===== src/rtl/uart_cmd_link_ctrl.sv =====
// Command link controller: sends host and heartbeat command bytes to a remote
// FPGA over a UART pair and confirms each byte by echo. The controller retries
// failed attempts, spaces every attempt with an idle gap, and tracks link
// health as a link_up flag plus a saturating error count.
module uart_cmd_link_ctrl #(
  parameter int unsigned ECHO_TIMEOUT = 240000,
  parameter int unsigned MAX_RETRY    = 3,
  parameter int unsigned GAP_CYCLES   = 2400,
  parameter int unsigned HB_PERIOD    = 24000000,
  parameter logic [7:0]  HB_CMD       = 8'hC3
) (
  input  logic       clk,
  input  logic       reset,
  // Host command interface
  input  logic       cmd_valid,
  input  logic [7:0] cmd_data,
  output logic       cmd_ready,
  output logic       cmd_done,
  output logic       cmd_fail,
  input  logic       hb_enable,
  // UART transmitter
  output logic       start_tx,
  output logic [7:0] data_to_tx,
  input  logic       tx_busy,
  // UART receiver
  input  logic       rx_done,
  input  logic [7:0] data_received,
  input  logic       parity_error,
  // Link status
  output logic       link_up,
  output logic [7:0] err_count
);

  typedef enum logic [2:0] {
    StIdle,
    StTxStart,
    StTxWait,
    StEchoWait,
    StGap
  } state_e;

  localparam logic [17:0] TmoLast  = 18'(ECHO_TIMEOUT - 1);
  localparam logic [17:0] GapLast  = 18'(GAP_CYCLES - 1);
  localparam logic [24:0] HbLast   = 25'(HB_PERIOD - 1);
  localparam logic [7:0]  RetryMax = 8'(MAX_RETRY);

  state_e      state_q, state_d;
  logic [7:0]  byte_q, byte_d;           // byte of the transaction in flight
  logic        req_host_q, req_host_d;   // 1: host owns the transaction
  logic        last_hb_q, last_hb_d;     // 1: heartbeat got the latest grant
  logic        hb_pend_q, hb_pend_d;
  logic [24:0] hb_cnt_q, hb_cnt_d;
  logic [7:0]  retry_q, retry_d;
  logic [17:0] tmo_q, tmo_d;
  logic [17:0] gap_q, gap_d;
  logic        gap_to_tx_q, gap_to_tx_d; // gap ends in a retry rather than idle
  logic        start_tx_q, start_tx_d;
  logic        done_q, done_d;
  logic        fail_q, fail_d;
  logic        link_up_q, link_up_d;
  logic [7:0]  err_q, err_d;

  logic host_win, hb_win, hb_wrap, hb_clear, attempt_ok, attempt_fail;

  // Host wins unless a heartbeat is pending and the host was served last.
  assign host_win = cmd_valid && (!hb_pend_q || last_hb_q);
  assign hb_win   = !host_win && hb_pend_q;

  // Ready is held low during reset so nothing is accepted before the FSM runs.
  assign cmd_ready  = reset && (state_q == StIdle) && (!hb_pend_q || last_hb_q);
  assign start_tx   = start_tx_q;
  assign data_to_tx = byte_q;
  assign cmd_done   = done_q;
  assign cmd_fail   = fail_q;
  assign link_up    = link_up_q;
  assign err_count  = err_q;

  // Next-state logic: heartbeat timer, arbitration, attempt sequencing.
  always_comb begin
    state_d      = state_q;
    byte_d       = byte_q;
    req_host_d   = req_host_q;
    last_hb_d    = last_hb_q;
    hb_pend_d    = hb_pend_q;
    hb_cnt_d     = hb_cnt_q;
    retry_d      = retry_q;
    tmo_d        = tmo_q;
    gap_d        = gap_q;
    gap_to_tx_d  = gap_to_tx_q;
    done_d       = 1'b0;
    fail_d       = 1'b0;
    link_up_d    = link_up_q;
    err_d        = err_q;
    hb_wrap      = 1'b0;
    hb_clear     = 1'b0;
    attempt_ok   = 1'b0;
    attempt_fail = 1'b0;

    if (!hb_enable) begin
      hb_cnt_d = '0;
    end else if (hb_cnt_q == HbLast) begin
      hb_cnt_d = '0;
      hb_wrap  = 1'b1;
    end else begin
      hb_cnt_d = hb_cnt_q + 25'd1;
    end

    unique case (state_q)
      StIdle: begin
        if (host_win || hb_win) begin
          byte_d     = host_win ? cmd_data : HB_CMD;
          req_host_d = host_win;
          last_hb_d  = !host_win;
          hb_clear   = hb_win;
          retry_d    = '0;
          tmo_d      = '0;
          state_d    = StTxStart;
        end
      end
      StTxStart: begin
        // The transmitter must acknowledge within the same budget as the echo.
        if (tx_busy) begin
          state_d = StTxWait;
        end else if (tmo_q == TmoLast) begin
          attempt_fail = 1'b1;
        end else begin
          tmo_d = tmo_q + 18'd1;
        end
      end
      StTxWait: begin
        if (!tx_busy) begin
          tmo_d   = '0;
          state_d = StEchoWait;
        end
      end
      StEchoWait: begin
        // A matching echo on the timeout cycle still counts as success.
        if (rx_done && !parity_error && (data_received == byte_q)) begin
          attempt_ok = 1'b1;
        end else if (rx_done) begin
          attempt_fail = 1'b1;
        end else if (tmo_q == TmoLast) begin
          attempt_fail = 1'b1;
        end else begin
          tmo_d = tmo_q + 18'd1;
        end
      end
      StGap: begin
        if (gap_q == GapLast) begin
          gap_d   = '0;
          tmo_d   = '0;
          state_d = gap_to_tx_q ? StTxStart : StIdle;
        end else begin
          gap_d = gap_q + 18'd1;
        end
      end
      default: state_d = StIdle;
    endcase

    if (attempt_ok) begin
      link_up_d   = 1'b1;
      done_d      = req_host_q;
      gap_to_tx_d = 1'b0;
      gap_d       = '0;
      state_d     = StGap;
    end

    if (attempt_fail) begin
      if (retry_q < RetryMax) begin
        retry_d     = retry_q + 8'd1;
        gap_to_tx_d = 1'b1;
      end else begin
        link_up_d   = 1'b0;
        err_d       = (err_q == 8'hFF) ? err_q : err_q + 8'd1;
        fail_d      = req_host_q;
        gap_to_tx_d = 1'b0;
      end
      gap_d   = '0;
      state_d = StGap;
    end

    // A wrap coinciding with a heartbeat grant keeps the request pending.
    if (!hb_enable) begin
      hb_pend_d = 1'b0;
    end else begin
      if (hb_clear) hb_pend_d = 1'b0;
      if (hb_wrap)  hb_pend_d = 1'b1;
    end

    start_tx_d = (state_d == StTxStart);
  end

  // State registers with synchronous active-low reset.
  always_ff @(posedge clk) begin
    if (!reset) begin
      state_q     <= StIdle;
      byte_q      <= '0;
      req_host_q  <= 1'b0;
      last_hb_q   <= 1'b1;
      hb_pend_q   <= 1'b0;
      hb_cnt_q    <= '0;
      retry_q     <= '0;
      tmo_q       <= '0;
      gap_q       <= '0;
      gap_to_tx_q <= 1'b0;
      start_tx_q  <= 1'b0;
      done_q      <= 1'b0;
      fail_q      <= 1'b0;
      link_up_q   <= 1'b0;
      err_q       <= '0;
    end else begin
      state_q     <= state_d;
      byte_q      <= byte_d;
      req_host_q  <= req_host_d;
      last_hb_q   <= last_hb_d;
      hb_pend_q   <= hb_pend_d;
      hb_cnt_q    <= hb_cnt_d;
      retry_q     <= retry_d;
      tmo_q       <= tmo_d;
      gap_q       <= gap_d;
      gap_to_tx_q <= gap_to_tx_d;
      start_tx_q  <= start_tx_d;
      done_q      <= done_d;
      fail_q      <= fail_d;
      link_up_q   <= link_up_d;
      err_q       <= err_d;
    end
  end

endmodule


===== config.mk =====
export PLATFORM = sky130hd
export DESIGN_NAME = uart_cmd_link_ctrl
export DESIGN_NICKNAME = d
export VERILOG_FILES = /design/src/rtl/uart_cmd_link_ctrl.sv
export SDC_FILE = /design/constraint.sdc
export NUM_CORES = 1
export LEC_CHECK = 0
export ABC_AREA = 1
export BUFFER_PORTS_ARGS = -buffer_cell sky130_fd_sc_hd__buf_2
export CAP_MARGIN = 25
export CORE_MARGIN = 10
export CORE_UTILIZATION = 56
export CTS_BUF_LIST = sky130_fd_sc_hd__clkbuf_4
export CTS_CLUSTER_DIAMETER = 150
export DETAILED_ROUTE_END_ITERATION = 10
export HOLD_SLACK_MARGIN = 0.1
export PLACE_DENSITY = 0.79
export SKIP_LAST_GASP = 1
export SLEW_MARGIN = 5
export SYNTH_ARGS = -nofsm -noshare
export SYNTH_HDL_FRONTEND = slang
export SYNTH_SLANG_ARGS = --single-unit

===== constraint.sdc =====
create_clock -name clk -period 1.6 [get_ports clk]
set_input_delay 0.16 -clock clk [delete_from_list [all_inputs] [get_ports clk]]
set_output_delay 0.16 -clock clk [all_outputs]
set_load 0.005 [all_outputs]

After elaboration in Yosys (flattened, before gate mapping)
Index checks and enable logic that the tools add are counted.

storage, ports and cells
  flip-flop bits (word level) = 96
  input port bits = 23
  output and inout port bits = 21
  word-level logic and storage cells = 106

operators by class
  add/sub/neg operators = 5
  $lt $le $gt $ge = 1
  eq/ne operators = 16
  multiplexer cells = 41
  bitwise logic cells = 5
  reduce and logical (&&, ||, !) cells = 23

operators by type and width
  operator               number
  $mux 18                8
  $pmux 18 s5            1
  $mux 8                 5
  $add 18x1->18 const B  2
  $add 25x1->25 const B  1
  $eq 25x25->1 const B   1
  $mux 1                 19
  $eq 18x12->1 const B   1
  $eq 18x18->1 const B   1
  $mux 3                 6
  $add 8x1->8 const B    2
  $pmux 3 s5             1
  $ne 2x2->1 const B     5
  $reduce_or 3->1        3
  $eq 8x8->1             1
  $eq 8x8->1 const B     1
  $lt 8x2->1 const B     1
  $reduce_and 7->1       1
  $eq 3x1->1 const B     2
  $eq 3x2->1 const B     2
  $logic_and 1x1->1      6
  $reduce_and 2->1       3
  $not 1->1              5
  $reduce_bool 5->1      1
  other kinds (8)        12

Depth between registers and ports, before layout
Gate-level depths: netlist (run 1).

  depth after elaboration = 11
  gate-level depth with buffers = 13
  depth with buffers taken out = 13

Worst setup path after synthesis (run 1)
OpenSTA, ideal clock, no wires.

  path kind = register to register
  start point = register tmo_q[0]
  end point = register err_q[1] (netlist: err_count[1])
  library setup time = 132 ps
  arrival = 1612 ps
  data required time = 1468 ps
  path slack = -145 ps
  cell stages (with the launch flop) = 13
  path buffers = 0
  period minus slack after synthesis = 1745 ps
  cell sequence = dfxtp_1 ha_1 nand2_2 nor2_8 nand2_4 nor2_4 nand2_2 nor2_2 nand2_2 nand2_4 nand2_1 nand2_1 a21oi_1

on the way
  longest elaborated chain between the ends = 6
  elaborated cells on any way between the ends = 7
  classes of those cells = eq/ne: 1; mux: 5; reduce/logical: 1

RTL lines
  item                                   line      text
  from (decl)                            54        logic [17:0] tmo_q, tmo_d;
  from (signal assigned)                 219       tmo_q <= tmo_d;
  $eq 18x18->1 (*)                       124, 142
  $mux 1 (*)                             124, 142
  $mux 1                                 140       end else if (rx_done) begin
  $mux 1                                 138       if (rx_done && !parity_error && (data_received == byte_q)) begin
  $pmux 1 s2 (*)                         108       unique case (state_q)
  $reduce_and 3->1 (no source line) (*)  n/a
  to (signal assigned)                   226       err_q <= err_d;
  to (decl)                              61        logic [7:0] err_q, err_d;

Every way passes the cells marked *; elsewhere a longest branch is shown, timed or not.
A chain may end at the register's enable or synchronous reset.

Final worst setup path (run 1)
  start point = register tmo_q[1]
  end point = register retry_q[1]

on the way
  longest elaborated chain between the ends = 6
  elaborated cells on any way between the ends = 7
  classes of those cells = eq/ne: 1; mux: 6

RTL lines
  item                  line      text
  $eq 18x18->1 (*)      124, 142
  $mux 1 (*)            124, 142
  $mux 1                140
  $mux 1                138
  $pmux 1 s2 (*)        108
  $mux 8 (*)            168       if (attempt_fail) begin
  to (signal assigned)  218       retry_q <= retry_d;
  to (decl)             53        logic [7:0] retry_q, retry_d;

Marked as above.

==> flow_summary.yaml, run 1 <==
worst_setup_path:
  cp-end-kind: "register"
  critPathKind: "register to register"
  start_kind: "register"
  arrival_ps: 2110
  crit_required_ps: 1980
  crit_fanout: 5
clock_tree:
  cts_buffer_depth: 2
  clock-root-buffer: "clkbuf_4"
  cts_made_buffers: 9
  cts_tree: "yes"
  insertion_delay_ps: 460
  cts.clk_slew.worst_paths_ps: 170
  h-tree-depth: 3
  cts_sinks: 96
route:
  first_iter_violations: 509
  first_pass_iters: 5
  viasPerCell: 5.62
  routedWlPerCell_um: 15.6
  drc: 0
  postRouteAntennaNets: 0
  num_vias: 5513
  totalWireLength_um: 15300
pwr:
  ir_drop_mv: 0.576
  p_sw_share_pct: 28.7
  p_int_mw: 3.24
  power_density_nw_per_um2: 674
  seqPwrFrac_pct: 54.2
  p_leak_nw: 2.76
  power_mw: 4.55
  combPwrFrac_pct: 15.4
  p_sw_mw: 1.31
  clkPwrFrac_pct: 30.4
outcome:
  status: "complete, but fails checks"
  violations: "negative setup slack"
floorplan:
  die_h_um: 115
  rows: 34
  die-width_um: 115
  ios: 44
  coreArea_um2: 8720
  die_area_um2: 13200
  start_util_pct: 57.8
timing:
  slew_headroom_pct: 56.1
  fin_skew_ps: 31.8
  report.final.slew_viol_count: 0
  worst-slew-pin-transition_ps: 658
  setup_viol: 52
  fin_crit_sh_pct: 108
  fin_ws_ps: -129
  hold_violations: 0
  final.min_clock_period_ps: 1730
  rsz0062_at_grt: "true"
  hold_slack_ps: 178
  max_freq_mhz: 578
grt:
  antenna_found_initial: 0
  grt.total_usage_pct: 20.0
  grt_pass1_wl_um: 22400
  grt_overflow: 0
  grt_max_degree: 25
  grt_pass1_vias: 5132
synth:
  synthArstFlopShare_pct: 0
  synth-edff-count: 0
  ys_types: 43
  syn_avg_cell_area_um2: 6.87
  yosysTopAreaCell: "dfxtp_1"
  synth_top_area_share_pct: 38.1
  syn-instance-count: 733
  synth_seq_cells: 96
  seq_area_frac_synth_pct: 38.1
  syn_area_um2: 5040
  yosysWarnings: 0
  synth_nets: 761
  ys.flop_type: "dfxtp_1"
  synthTopCellsByArea: "dfxtp_1 38%, nand2_1 13%, nor2_1 8.0%"
hold_path:
  hold_path_class: "input port to register"
cells_and_area:
  final_util_pct: 77.3
  layout_common_cells: "161 x nand2_1, 97 x nor2_1, 78 x inv_1, 77 x dfxtp_1, 73 x buf_4"
  final_nets: 896
  synthToLayoutAreaGrowth_pct: 33.9
  drive_gt1_share_pct: 29.0
  final_common_cell: "nand2_1"
  fillers: 585
  num_antenna_cells: 0
  final_cell_area_um2: 6750
  ff_latch_area_um2: 1950
  multi_input_area_um2: 3080
placement:
  routabilityCongestion: 0.940
  port_buffers: 43
  dp_slack_ps: -113
  post_dp_cell_area_um2: 5860
  dpl.hpwl_um: 9380
run:
  drv_cap: 0
## final cells by class
cell class | instances | share of cell area, %
clock buffer | 10 | 1.11
clock inverter | 6 | 1.02
inverter | 86 | 4.97
multi-input combinational | 537 | 45.6
sequential | 96 | 28.9
tap | 108 | 2.00
timing repair buffer | 138 | 16.4
## metrics by stage
stage / std cells / TNS, ps
floorplan: 733 / 0
global placement: 931 / -203
detailed placement: 931 / -2520
CTS: 963 / -1980
global route: 981 / -10160
finish: 981 / -3370
## power groups by stage
stage / registers, mW / clock network, mW / logic (mW)
6_report: 2.46 / 1.39 / 0.701
5_1_grt: 2.47 / 1.48 / 0.751
2_1_floorplan: 2.51 / 0 / 0.290
4_1_cts: 2.46 / 1.39 / 0.573
3_3_place_gp: 2.51 / 0 / 0.496
3_5_place_dp: 2.51 / 0 / 0.507
## synth_stat cells, drive strengths merged (2+ instances only)
| library cell | number |
|---|---|
| and3 | 2 |
| ha | 5 |
| dfxtp | 96 |
| a31oi | 2 |
| xor2 | 29 |
| nand2 | 180 |
| nand4 | 20 |
| nor4 | 8 |
| o22ai | 2 |
| xnor2 | 12 |
| nand3b | 2 |
| buf | 9 |
| o21ai | 12 |
| inv | 85 |
| nor3 | 31 |
| or2 | 5 |
| nand3 | 60 |
| a211oi | 3 |
| clkbuf | 6 |
| nor2 | 114 |
| a21oi | 44 |
## logic make-up (layout without fill, tap and decap cells)
| family | Yosys count | count (layout) | share of synthesized area, % |
|---|---|---|---|
| XOR/XNOR | 41 | 41 | 7.13 |
| adder cells (fa/ha/maj) | 5 | 5 | 1.24 |
| AND/OR/NAND/NOR | 423 | 424 | 37.9 |
| flip-flops | 96 | 96 | 38.1 |
| AO/OA/AOI/OAI | 67 | 67 | 7.33 |
| buffers and inverters | 101 | 240 | 8.22 |
## metal layers
layer  wire (µm)  share of wire, %  track usage (%)  up-vias
met5           0                 0                0        -
met4         409               2.7             7.76        0
met3        1090               7.1             4.84       52
met2        7560                49             34.2      247
met1        6260                41             23.5     2576
li1            -                 -                -     2638
## critical path: stages, from the launching register on
cell      delay [ps]
dfxtp_2          380
ha_4             150
nand2_4           70
nor2_8            90
nand2_4           60
nor2_4           110
nand2_2           90
nor2_4           150
nand2_4          110
nand2_8          110
buf_12           130
nand2_4           60
nand3b_1         100
nand2_1           60
## flip-flops by register name (all words and copies together) (netlist names)
signal / count
gap_q: 18
hb_pend_q: 1
start_tx: 1
last_hb_q: 1
link_up: 1
cmd_fail: 1
req_host_q: 1
state_q: 3
cmd_done: 1
retry_q: 8
err_count: 8
gap_to_tx_q: 1
tmo_q: 18
hb_cnt_q: 25
data_to_tx: 8
## worst paths after layout
path | slack (ps) | cells after the start | startpoint | end
worst min register to register | 440 | 2 | retry_q[4] | retry_q[4]
worst max register to register | -130 | 13 | tmo_q[1] | retry_q[1]
worst min-delay path | 180 | 4 | rx_done | link_up
worst max-delay path | -130 | 13 | tmo_q[1] | retry_q[1]
## timing repair
item	CTS	global route
resized for setup	34	72
endpoints found under the hold margin	10	0
pin swaps	13	23
buffers inserted	6	13
setup endpoints to repair	75	85
gates cloned	1	5
hold buffers	9	0
Note: power is estimated with default switching activity, not from simulation.
==> run 2: changes to the inputs <==
--- a/config.mk
+++ b/config.mk
@@ -8,7 +8,7 @@
 export ABC_AREA = 1
 export BUFFER_PORTS_ARGS = -buffer_cell sky130_fd_sc_hd__buf_2
 export CAP_MARGIN = 25
-export CORE_MARGIN = 10
+export CORE_MARGIN = 1.5
 export CORE_UTILIZATION = 56
 export CTS_BUF_LIST = sky130_fd_sc_hd__clkbuf_4
 export CTS_CLUSTER_DIAMETER = 150
==> flow_summary.yaml, run 2 (synthesized netlist as in run 1, its figures left out) <==
outcome:
  status: "complete, but fails checks"
  violations: "negative setup slack"
placement:
  dpl.hpwl_um: 9030
  placed_cells: 928
  dp_slack_ps: -126
  port_buffers: 43
  routabilityCongestion: 0.897
  post_dp_cell_area_um2: 5820
floorplan:
  die-width_um: 97.9
  start_util_pct: 57.8
  die_area_um2: 9580
  rows: 34
  ios: 44
  die_h_um: 97.9
  coreArea_um2: 8720
route:
  viasPerCell: 5.73
  first_iter_violations: 357
  num_vias: 5597
  routedWlPerCell_um: 16.0
  totalWireLength_um: 15600
  drc: 0
  first_pass_iters: 6
  postRouteAntennaNets: 0
cells_and_area:
  final_cell_area_um2: 6800
  drive_gt1_share_pct: 32.6
  top_register: "hb_cnt_q"
  final_common_cell: "nand2_1"
  synthToLayoutAreaGrowth_pct: 35.0
  final_util_pct: 78.0
  final_nets: 890
  largest_reg_flops: 25
  reg_top3: "hb_cnt_q: 25 flops, gap_q: 18 flops, tmo_q: 18 flops"
  fillers: 553
  fin_cells: 977
  layout_common_cells: "156 x nand2_1, 87 x nor2_1, 76 x inv_1, 71 x dfxtp_1, 66 x buf_4"
timing:
  hold_violations: 0
  max_freq_mhz: 566
  fin_crit_sh_pct: 110
  slew_headroom_pct: 54.0
  setup_viol: 69
  rsz0062_at_grt: "true"
  tns_ps: -3380
  fin_skew_ps: 25.5
  hold_slack_ps: 109
  report.final.slew_viol_count: 0
  worst-slew-pin-transition_ps: 689
  final.min_clock_period_ps: 1770
  fin_ws_ps: -166
grt:
  grt_pass1_wl_um: 22000
  grt_overflow: 0
  grt_pass1_vias: 4986
  grt.total_usage_pct: 27.9
  grt_max_degree: 25
  antenna_found_initial: 1
pwr:
  power_density_nw_per_um2: 686
  p_leak_nw: 2.79
  power_mw: 4.66
  ir_drop_mv: 0.621
clock_tree:
  cts_tree: "yes"
  cts_made_buffers: 9
  cts_sinks: 96
  cts.clk_slew.worst_paths_ps: 160
  h-tree-depth: 3
  insertion_delay_ps: 460
  cts_buffer_depth: 2
  clock-root-buffer: "clkbuf_4"
run:
  drv_cap: 0
hold_path:
  hold_path_class: "input port to register"
  holdPathStages: 3
worst_setup_path:
  crit_required_ps: 1970
  crit_top_cell: "nand2_1"
  slowest_delay_ps: 400
  critPathKind: "register to register"
  cp-end-kind: "register"
  ff2ff_path_depth: 10
  crit_family: "simple AND/OR/NAND/NOR gates"
  start_kind: "register"
  path_buf_inv: 2
  crit_fanout: 19
  arrival_ps: 2140
  crit_chain: "inv_4 > nor2_1 > nand2_1 > o21ai_0 > nor2_2 > nand2_4 > nor2_8 > inv_8 > nand2_1 > a21oi_1"
  crit_slowest_cell: "dfxtp_4"
  cp.depth: 10
run 2: routing by layer:
metal,share of wire [%],global-route usage [%],vias to the layer above
met5,0,0,-
met4,5.2,14.1,0
met3,6.8,4.22,94
met2,48,46.5,299
met1,40,35.1,2575
li1,-,-,2629
run 2: layout make-up:
class                      count  area, µm²  area share (%)
timing repair buffer         130        983            14.5
clock buffer                  11       82.6            1.21
tap                          108        135            1.99
sequential                    96       1960            28.8
inverter                      86        335            4.93
multi-input combinational    539       3220            47.3
antenna                        2       5.00          0.0736
clock inverter                 5       80.1            1.18
run 2: worst paths after layout:
path | from | end | slack (ps)
setup / recovery | state_q[0] | tmo_q[7] | -170
hold / removal | cmd_data[1] | data_to_tx[1] | 110
setup reg to reg | state_q[0] | tmo_q[7] | -170
hold reg to reg | retry_q[5] | retry_q[5] | 450
run 2: repair_timing:
action,4_1_cts,5_1_grt
gates cloned,4,1
gates resized for setup,34,118
pin swaps,18,35
hold buffers,8,0
hold endpoints to repair,9,0
endpoints found under the setup margin,83,84
buffers inserted,8,10
run 2: worst min-delay path: stages:
cell,delay (ps)
buf_2,80
nor3_1,40
a211oi_1,220
run 2: report_power, final:
part | leakage [nW] | switching, mW | internal (mW) | total, mW
clock | 0.0851 | 0.862 | 0.671 | 1.53
sequential | 0.789 | 0.0337 | 2.43 | 2.47
combinational | 1.91 | 0.400 | 0.262 | 0.662
